$ cat src/rtl/jericalla_mejorada.sv
`default_nettype none
// ============================================================================
// Module   : jericalla_mejorada
// Brief    : Three-stage datapath (decode/regfile, ALU/demux, writeback/memory)
//            executing ADD, SUB, SLT and SW from a 17-bit instruction word.
// Revision : 1.0 - initial release
// ============================================================================
module jericalla_mejorada (
  input  logic        clk,
  input  logic        rst_n,
  input  logic [16:0] main_bus,
  output logic [31:0] out
);

  localparam logic [1:0] C_OP_ADD  = 2'b00;
  localparam logic [1:0] C_OP_SUB  = 2'b01;
  localparam logic [1:0] C_OP_SLT  = 2'b10;
  localparam logic [1:0] C_OP_SW   = 2'b11;

  localparam logic [3:0] C_ALU_AND = 4'b0000;
  localparam logic [3:0] C_ALU_OR  = 4'b0001;
  localparam logic [3:0] C_ALU_ADD = 4'b0010;
  localparam logic [3:0] C_ALU_SUB = 4'b0110;
  localparam logic [3:0] C_ALU_SLT = 4'b0111;
  localparam logic [3:0] C_ALU_NOR = 4'b1100;

  // Instruction fields
  logic [1:0]  w_opcode;
  logic [4:0]  w_wa;
  logic [4:0]  w_ra_a;
  logic [4:0]  w_ra_b;

  // Control decode
  logic        w_we;
  logic        w_sel;
  logic        w_mw;
  logic        w_mr;
  logic [3:0]  w_aluop;

  // Architectural state
  logic [31:0] r_regs [32];
  logic [31:0] r_mem  [32];
  logic [31:0] r_out;

  // Stage 1
  logic [31:0] r_s1_a;
  logic [31:0] r_s1_b;
  logic        r_s1_sel;
  logic [3:0]  r_s1_op;
  logic        r_s1_we;
  logic [4:0]  r_s1_wa;
  logic        r_s1_w;
  logic        r_s1_r;

  // Stage 2
  logic [31:0] r_s2_res;
  logic [4:0]  r_s2_addr;
  logic [31:0] r_s2_data;
  logic        r_s2_we;
  logic [4:0]  r_s2_wa;
  logic        r_s2_w;
  logic        r_s2_r;

  // Datapath wires
  logic [31:0] w_data_a;
  logic [31:0] w_data_b;
  logic [31:0] w_alu_x;
  logic [31:0] w_alu_y;
  logic [4:0]  w_mem_addr;
  logic [31:0] w_mem_data;
  logic [31:0] w_alu_res;

  assign w_opcode = main_bus[16:15];
  assign w_wa     = main_bus[14:10];
  assign w_ra_a   = main_bus[9:5];
  assign w_ra_b   = main_bus[4:0];

  always_comb begin
    w_we    = 1'b0;
    w_sel   = 1'b0;
    w_mw    = 1'b0;
    w_mr    = 1'b0;
    w_aluop = C_ALU_AND;
    case (w_opcode)
      C_OP_ADD: begin
        w_we    = 1'b1;
        w_aluop = C_ALU_ADD;
      end
      C_OP_SUB: begin
        w_we    = 1'b1;
        w_aluop = C_ALU_SUB;
      end
      C_OP_SLT: begin
        w_we    = 1'b1;
        w_aluop = C_ALU_SLT;
      end
      C_OP_SW: begin
        w_sel   = 1'b1;
        w_mw    = 1'b1;
        w_mr    = 1'b1;
        w_aluop = C_ALU_AND;
      end
      default: begin
        w_we    = 1'b0;
      end
    endcase
  end

  // Write-through: the value retiring this cycle is visible to the reader,
  // which makes producers two or more cycles older hazard-free.
  assign w_data_a = (r_s2_we && (r_s2_wa == w_ra_a)) ? r_s2_res : r_regs[w_ra_a];
  assign w_data_b = (r_s2_we && (r_s2_wa == w_ra_b)) ? r_s2_res : r_regs[w_ra_b];

  always_ff @(posedge clk or negedge rst_n) begin
    if (!rst_n) begin
      r_s1_a   <= '0;
      r_s1_b   <= '0;
      r_s1_sel <= 1'b0;
      r_s1_op  <= '0;
      r_s1_we  <= 1'b0;
      r_s1_wa  <= '0;
      r_s1_w   <= 1'b0;
      r_s1_r   <= 1'b0;
    end else begin
      r_s1_a   <= w_data_a;
      r_s1_b   <= w_data_b;
      r_s1_sel <= w_sel;
      r_s1_op  <= w_aluop;
      r_s1_we  <= w_we;
      r_s1_wa  <= w_wa;
      r_s1_w   <= w_mw;
      r_s1_r   <= w_mr;
    end
  end

  // Only the low five address bits reach memory, so only they are carried.
  assign w_alu_x    = r_s1_sel ? '0 : r_s1_a;
  assign w_alu_y    = r_s1_sel ? '0 : r_s1_b;
  assign w_mem_addr = r_s1_sel ? r_s1_a[4:0] : 5'd0;
  assign w_mem_data = r_s1_sel ? r_s1_b : '0;

  always_comb begin
    w_alu_res = '0;
    case (r_s1_op)
      C_ALU_AND: w_alu_res = w_alu_x & w_alu_y;
      C_ALU_OR:  w_alu_res = w_alu_x | w_alu_y;
      C_ALU_ADD: w_alu_res = w_alu_x + w_alu_y;
      C_ALU_SUB: w_alu_res = w_alu_x - w_alu_y;
      C_ALU_SLT: w_alu_res = {31'd0, ($signed(w_alu_x) < $signed(w_alu_y))};
      C_ALU_NOR: w_alu_res = ~(w_alu_x | w_alu_y);
      default:   w_alu_res = '0;
    endcase
  end

  always_ff @(posedge clk or negedge rst_n) begin
    if (!rst_n) begin
      r_s2_res  <= '0;
      r_s2_addr <= '0;
      r_s2_data <= '0;
      r_s2_we   <= 1'b0;
      r_s2_wa   <= '0;
      r_s2_w    <= 1'b0;
      r_s2_r    <= 1'b0;
    end else begin
      r_s2_res  <= w_alu_res;
      r_s2_addr <= w_mem_addr;
      r_s2_data <= w_mem_data;
      r_s2_we   <= r_s1_we;
      r_s2_wa   <= r_s1_wa;
      r_s2_w    <= r_s1_w;
      r_s2_r    <= r_s1_r;
    end
  end

  always_ff @(posedge clk or negedge rst_n) begin
    if (!rst_n) begin
      for (int i = 0; i < 32; i++) begin
        r_regs[i] <= 32'(i);
      end
    end else if (r_s2_we) begin
      r_regs[r_s2_wa] <= r_s2_res;
    end
  end

  always_ff @(posedge clk or negedge rst_n) begin
    if (!rst_n) begin
      for (int i = 0; i < 32; i++) begin
        r_mem[i] <= '0;
      end
    end else if (r_s2_w) begin
      r_mem[r_s2_addr] <= r_s2_data;
    end
  end

  always_ff @(posedge clk or negedge rst_n) begin
    if (!rst_n) begin
      r_out <= '0;
    end else if (r_s2_r) begin
      r_out <= r_s2_w ? r_s2_data : r_mem[r_s2_addr];
    end
  end

  assign out = r_out;

endmodule
`default_nettype wire

$ cat config.mk
export PLATFORM = sky130hd
export DESIGN_NAME = jericalla_mejorada
export DESIGN_NICKNAME = d
export VERILOG_FILES = /design/src/rtl/jericalla_mejorada.sv
export SDC_FILE = /design/constraint.sdc
export NUM_CORES = 2
export LEC_CHECK = 0
export ABC_AREA = 0
export CAP_MARGIN = 15
export CORE_MARGIN = 3
export CORE_UTILIZATION = 55
export CTS_BUF_LIST = sky130_fd_sc_hd__clkbuf_8
export CTS_CLUSTER_SIZE = 12
export DETAILED_ROUTE_END_ITERATION = 10
export HOLD_SLACK_MARGIN = 0.06
export PLACE_DENSITY = 0.7
export SLEW_MARGIN = 10
export SYNTH_ARGS = -nofsm -noshare
export SYNTH_HDL_FRONTEND = slang
export SYNTH_SLANG_ARGS = --single-unit
$ cat constraint.sdc
create_clock -name clk -period 7.85 [get_ports clk]
set_clock_uncertainty 0.2 [all_clocks]
set_input_delay 0.785 -clock clk [delete_from_list [all_inputs] [get_ports clk]]
set_output_delay 0.785 -clock clk [all_outputs]
set_load 0.05 [all_outputs]
==> metrics.csv <==
metric;value;unit
via_count_of_the_first_global_routing_pass;41120;
worst_setup_hold_path_clk_slew;0.06;ns
routedWlPerCell;30.9;um
drt-initial-drc-count;3531;
ys_dominant_reg_cell;sky130_fd_sc_hd__dfrtp_1;
instance_count_of_the_mapped_netlist;4344;
detailedPlacementHpwl;102;mm
synthesized_area_per_cell;15.0;um2
cp_data_required_time;8.42;ns
postLayoutCellArea;70600;um2
max-cap-violations;0;
yosys.area.top_type;sky130_fd_sc_hd__dfrtp_1;
first_pass_iters;5;
grt.overflow.total;0;
io_buffer_count;50;
worst_slew_pin_slew;1.22;ns
post_cts_buffers;0;
worst_skew_pair.late_latency;0.94;ns
cts_tree;yes;
ir_worst_vdd;0.210;mV
postRouteAntennaNets;0;
rsz_0062_raised_after_global_routing;false;
detailroute.wirelength.met3;13.4;mm
relSlewSlack;18.6;%
fp.dieH;350;um
power.density_cell_area;312;nW/um2
whs;0.161;ns
yosysWarningCount;0;
flow.area_growth_from_synthesis;8.77;%
setup_viol_count_final;0;
status;finished clean;
power_switching;7.22;mW
criticalPathCategory;flop to flop;
htree_levels;4;
number_of_slew_limit_violations_in_the_final_report;0;
async_reset_ff_share;100;%
finalWorstPathRequiredPeriod;4.31;ns
synth_nets;4466;
area_of_the_mapped_netlist;64900;um2
wl_met2;84.7;mm
final_routed_wirelength_across_all_metal_layers;184;mm
remaining_drc_errors;0;
floorplan.die.width;350;um
synth.top_cells.by_area;sky130_fd_sc_hd__dfrtp_1 (43%), sky130_fd_sc_hd__mux4_2 (22%), sky130_fd_sc_hd__mux2_2 (18%);
rr_worst_depth;11;
topRoutingLayerUsed;met4;
fmax;232;MHz
rows;125;
io_pins;51;
ctsResizeCount;0;
detailed_place.area;66500;um2
pwr-share-clk;25.2;%
synth_edf_count;0;
fin_tns_setup;0;ns
core-area;117000;um2
maximum_number_of_pins_on_one_net_before_global_route_repair;178;
most-common-layout-cells;sky130_fd_sc_hd__dfrtp_1 (1117), sky130_fd_sc_hd__mux2_2 (1056), sky130_fd_sc_hd__mux4_2 (640);
clkSinkCount;1200;
hold_buffers;5;
synth.top_cell.area_share;43.2;%
timing.final.crit_share;54.9;%
crit_path_end_kind;flop;
worstPathArrival;4.88;ns
swShare;32.7;%
clock_buffer_depth;3;
drive_gt1_share;50.2;%
finish.net_count;4368;
synth-seq-cells;1200;
worstSetupStartpointType;flop;
worst_hold_path.num_cells;0;
number_of_antenna_violations_at_the_first_check_in_global_routing;8;
initial_core_utilization;55.7;%
gp_congestion;0.938;
p_leak;31.8;nW
grt_pass1_wl;275;mm
cts.root.buffer_cell;sky130_fd_sc_hd__clkbuf_8;
power.share.combinational;29.6;%
synthDistinctLibCells;90;
numCtsBuffers;199;
per_cell_via_count_in_the_routed_design;6.73;
track_usage;30.7;%
worstPathMaxFanout;97;
layout.cells.most_common;sky130_fd_sc_hd__dfrtp_1;
fp.dieArea;122000;um2
drt-met1-wl;78.0;mm
min_path_type;flop to flop;
vias;39913;
p_int;14.9;mW
seq_power_share;45.2;%
synth_seq_area_share;46.4;%
finalHoldViolCount;0;
## registers in the layout (all words and copies together) (netlist names)
signal / cells
r_s1_op: 3
r_s2_res: 32
r_regs: 1024
r_s1_a: 32
r_s2_data: 32
r_s1_r: 1
r_s1_b: 32
r_s2_wa: 5
out: 32
r_s2_we: 1
r_s2_r: 1
r_s1_wa: 5
## stage by stage
step | setup WS (ns) | power [mW] | util, % | instances
floorplan | 4.40 | 14.6 | - | 4344
global placement | 3.58 | 16.3 | 57.0 | 5561
detailed placement | 3.53 | 16.5 | 57.0 | 5561
CTS | 3.51 | 22.1 | 60.5 | 5927
global route | 3.15 | 23.2 | 60.5 | 5931
finish | 3.54 | 22.1 | 60.5 | 5933
## final cells by class
class | instances | area [um2]
Antenna cell | 3 | 7.51
Clock buffer | 249 | 3430
Clock inverter | 112 | 599
Fill cell | 8883 | 46000
Inverter | 101 | 379
Multi-Input combinational cell | 2625 | 32900
Sequential cell | 1200 | 30100
Tap cell | 1524 | 1910
Timing Repair Buffer | 119 | 1240
## cells in the mapped netlist (9+ instances only)
master	n
sky130_fd_sc_hd__clkbuf_1	270
sky130_fd_sc_hd__mux4_2	640
sky130_fd_sc_hd__o21ai_0	129
sky130_fd_sc_hd__nor2b_1	32
sky130_fd_sc_hd__and2_1	34
sky130_fd_sc_hd__ha_1	101
sky130_fd_sc_hd__dfrtp_1	1120
sky130_fd_sc_hd__o22ai_1	25
sky130_fd_sc_hd__a21oi_1	73
sky130_fd_sc_hd__buf_2	60
sky130_fd_sc_hd__nand2_1	131
sky130_fd_sc_hd__nand3_1	13
sky130_fd_sc_hd__a21o_1	10
sky130_fd_sc_hd__nand2b_1	50
sky130_fd_sc_hd__inv_1	99
sky130_fd_sc_hd__dfstp_2	80
sky130_fd_sc_hd__nor2_1	63
sky130_fd_sc_hd__mux2i_1	67
sky130_fd_sc_hd__xor2_1	16
sky130_fd_sc_hd__mux2_2	1056
sky130_fd_sc_hd__buf_1	77
sky130_fd_sc_hd__xnor2_1	24
sky130_fd_sc_hd__nor3_1	16
sky130_fd_sc_hd__a31oi_1	9
## power by group through the flow
stage | Sequential [mW] | Combinational [mW] | Clock [mW]
after floorplan | 9.11 | 5.49 | 0
after CTS | 9.92 | 6.48 | 5.66
after global routing | 10.2 | 7.05 | 5.94
after global placement | 9.92 | 6.34 | 0
final | 9.97 | 6.54 | 5.56
after detailed placement | 10.0 | 6.46 | 0
## worst max-delay path, cell delays in order (launching register included)
cell	delay [ns]
sky130_fd_sc_hd__dfrtp_4	1.01
sky130_fd_sc_hd__nand2b_1	0.30
sky130_fd_sc_hd__ha_1	0.27
sky130_fd_sc_hd__nor2b_1	0.16
sky130_fd_sc_hd__o2111ai_1	0.20
sky130_fd_sc_hd__a211oi_2	0.35
sky130_fd_sc_hd__nor3_1	0.15
sky130_fd_sc_hd__o41ai_1	0.84
sky130_fd_sc_hd__a311o_1	0.29
sky130_fd_sc_hd__o22ai_1	0.09
sky130_fd_sc_hd__xnor2_1	0.17
sky130_fd_sc_hd__o22ai_1	0.10
## final timing paths
path,endpoint,slack (ns),startpoint
setup / recovery,r_s2_res[25],3.54,r_s1_r
hold / removal,r_s2_wa[0],0.16,r_s1_wa[0]
setup reg to reg,r_s2_res[25],3.54,r_s1_r
hold reg to reg,r_s2_wa[0],0.16,r_s1_wa[0]
max in group asynchronous,r_regs[730],5.19,rst_n
min in group asynchronous,r_regs[457],0.29,rst_n
## per-layer routing
| metal | track usage, % | vias to the layer above |
|---|---|---|
| li1 | - | 16366 |
| met1 | 44.0 | 21671 |
| met2 | 46.7 | 1528 |
| met3 | 5.98 | 348 |
| met4 | 12.5 | 0 |
| met5 | 0 | - |
## logic make-up (layout without fill, tap and decap cells)
logic type	Yosys count	after routing	synth area share [%]
AO/OA/AOI/OAI	340	340	3.33
XOR/XNOR	40	40	0.539
adder cells (fa/ha/maj)	103	103	2.01
buffers and inverters	519	581	3.26
flip-flops	1200	1200	46.4
multiplexers	1763	1763	41.5
other	0	3	0
AND/OR/NAND/NOR	379	379	2.93
Note: power is estimated with default switching activity, not from simulation.
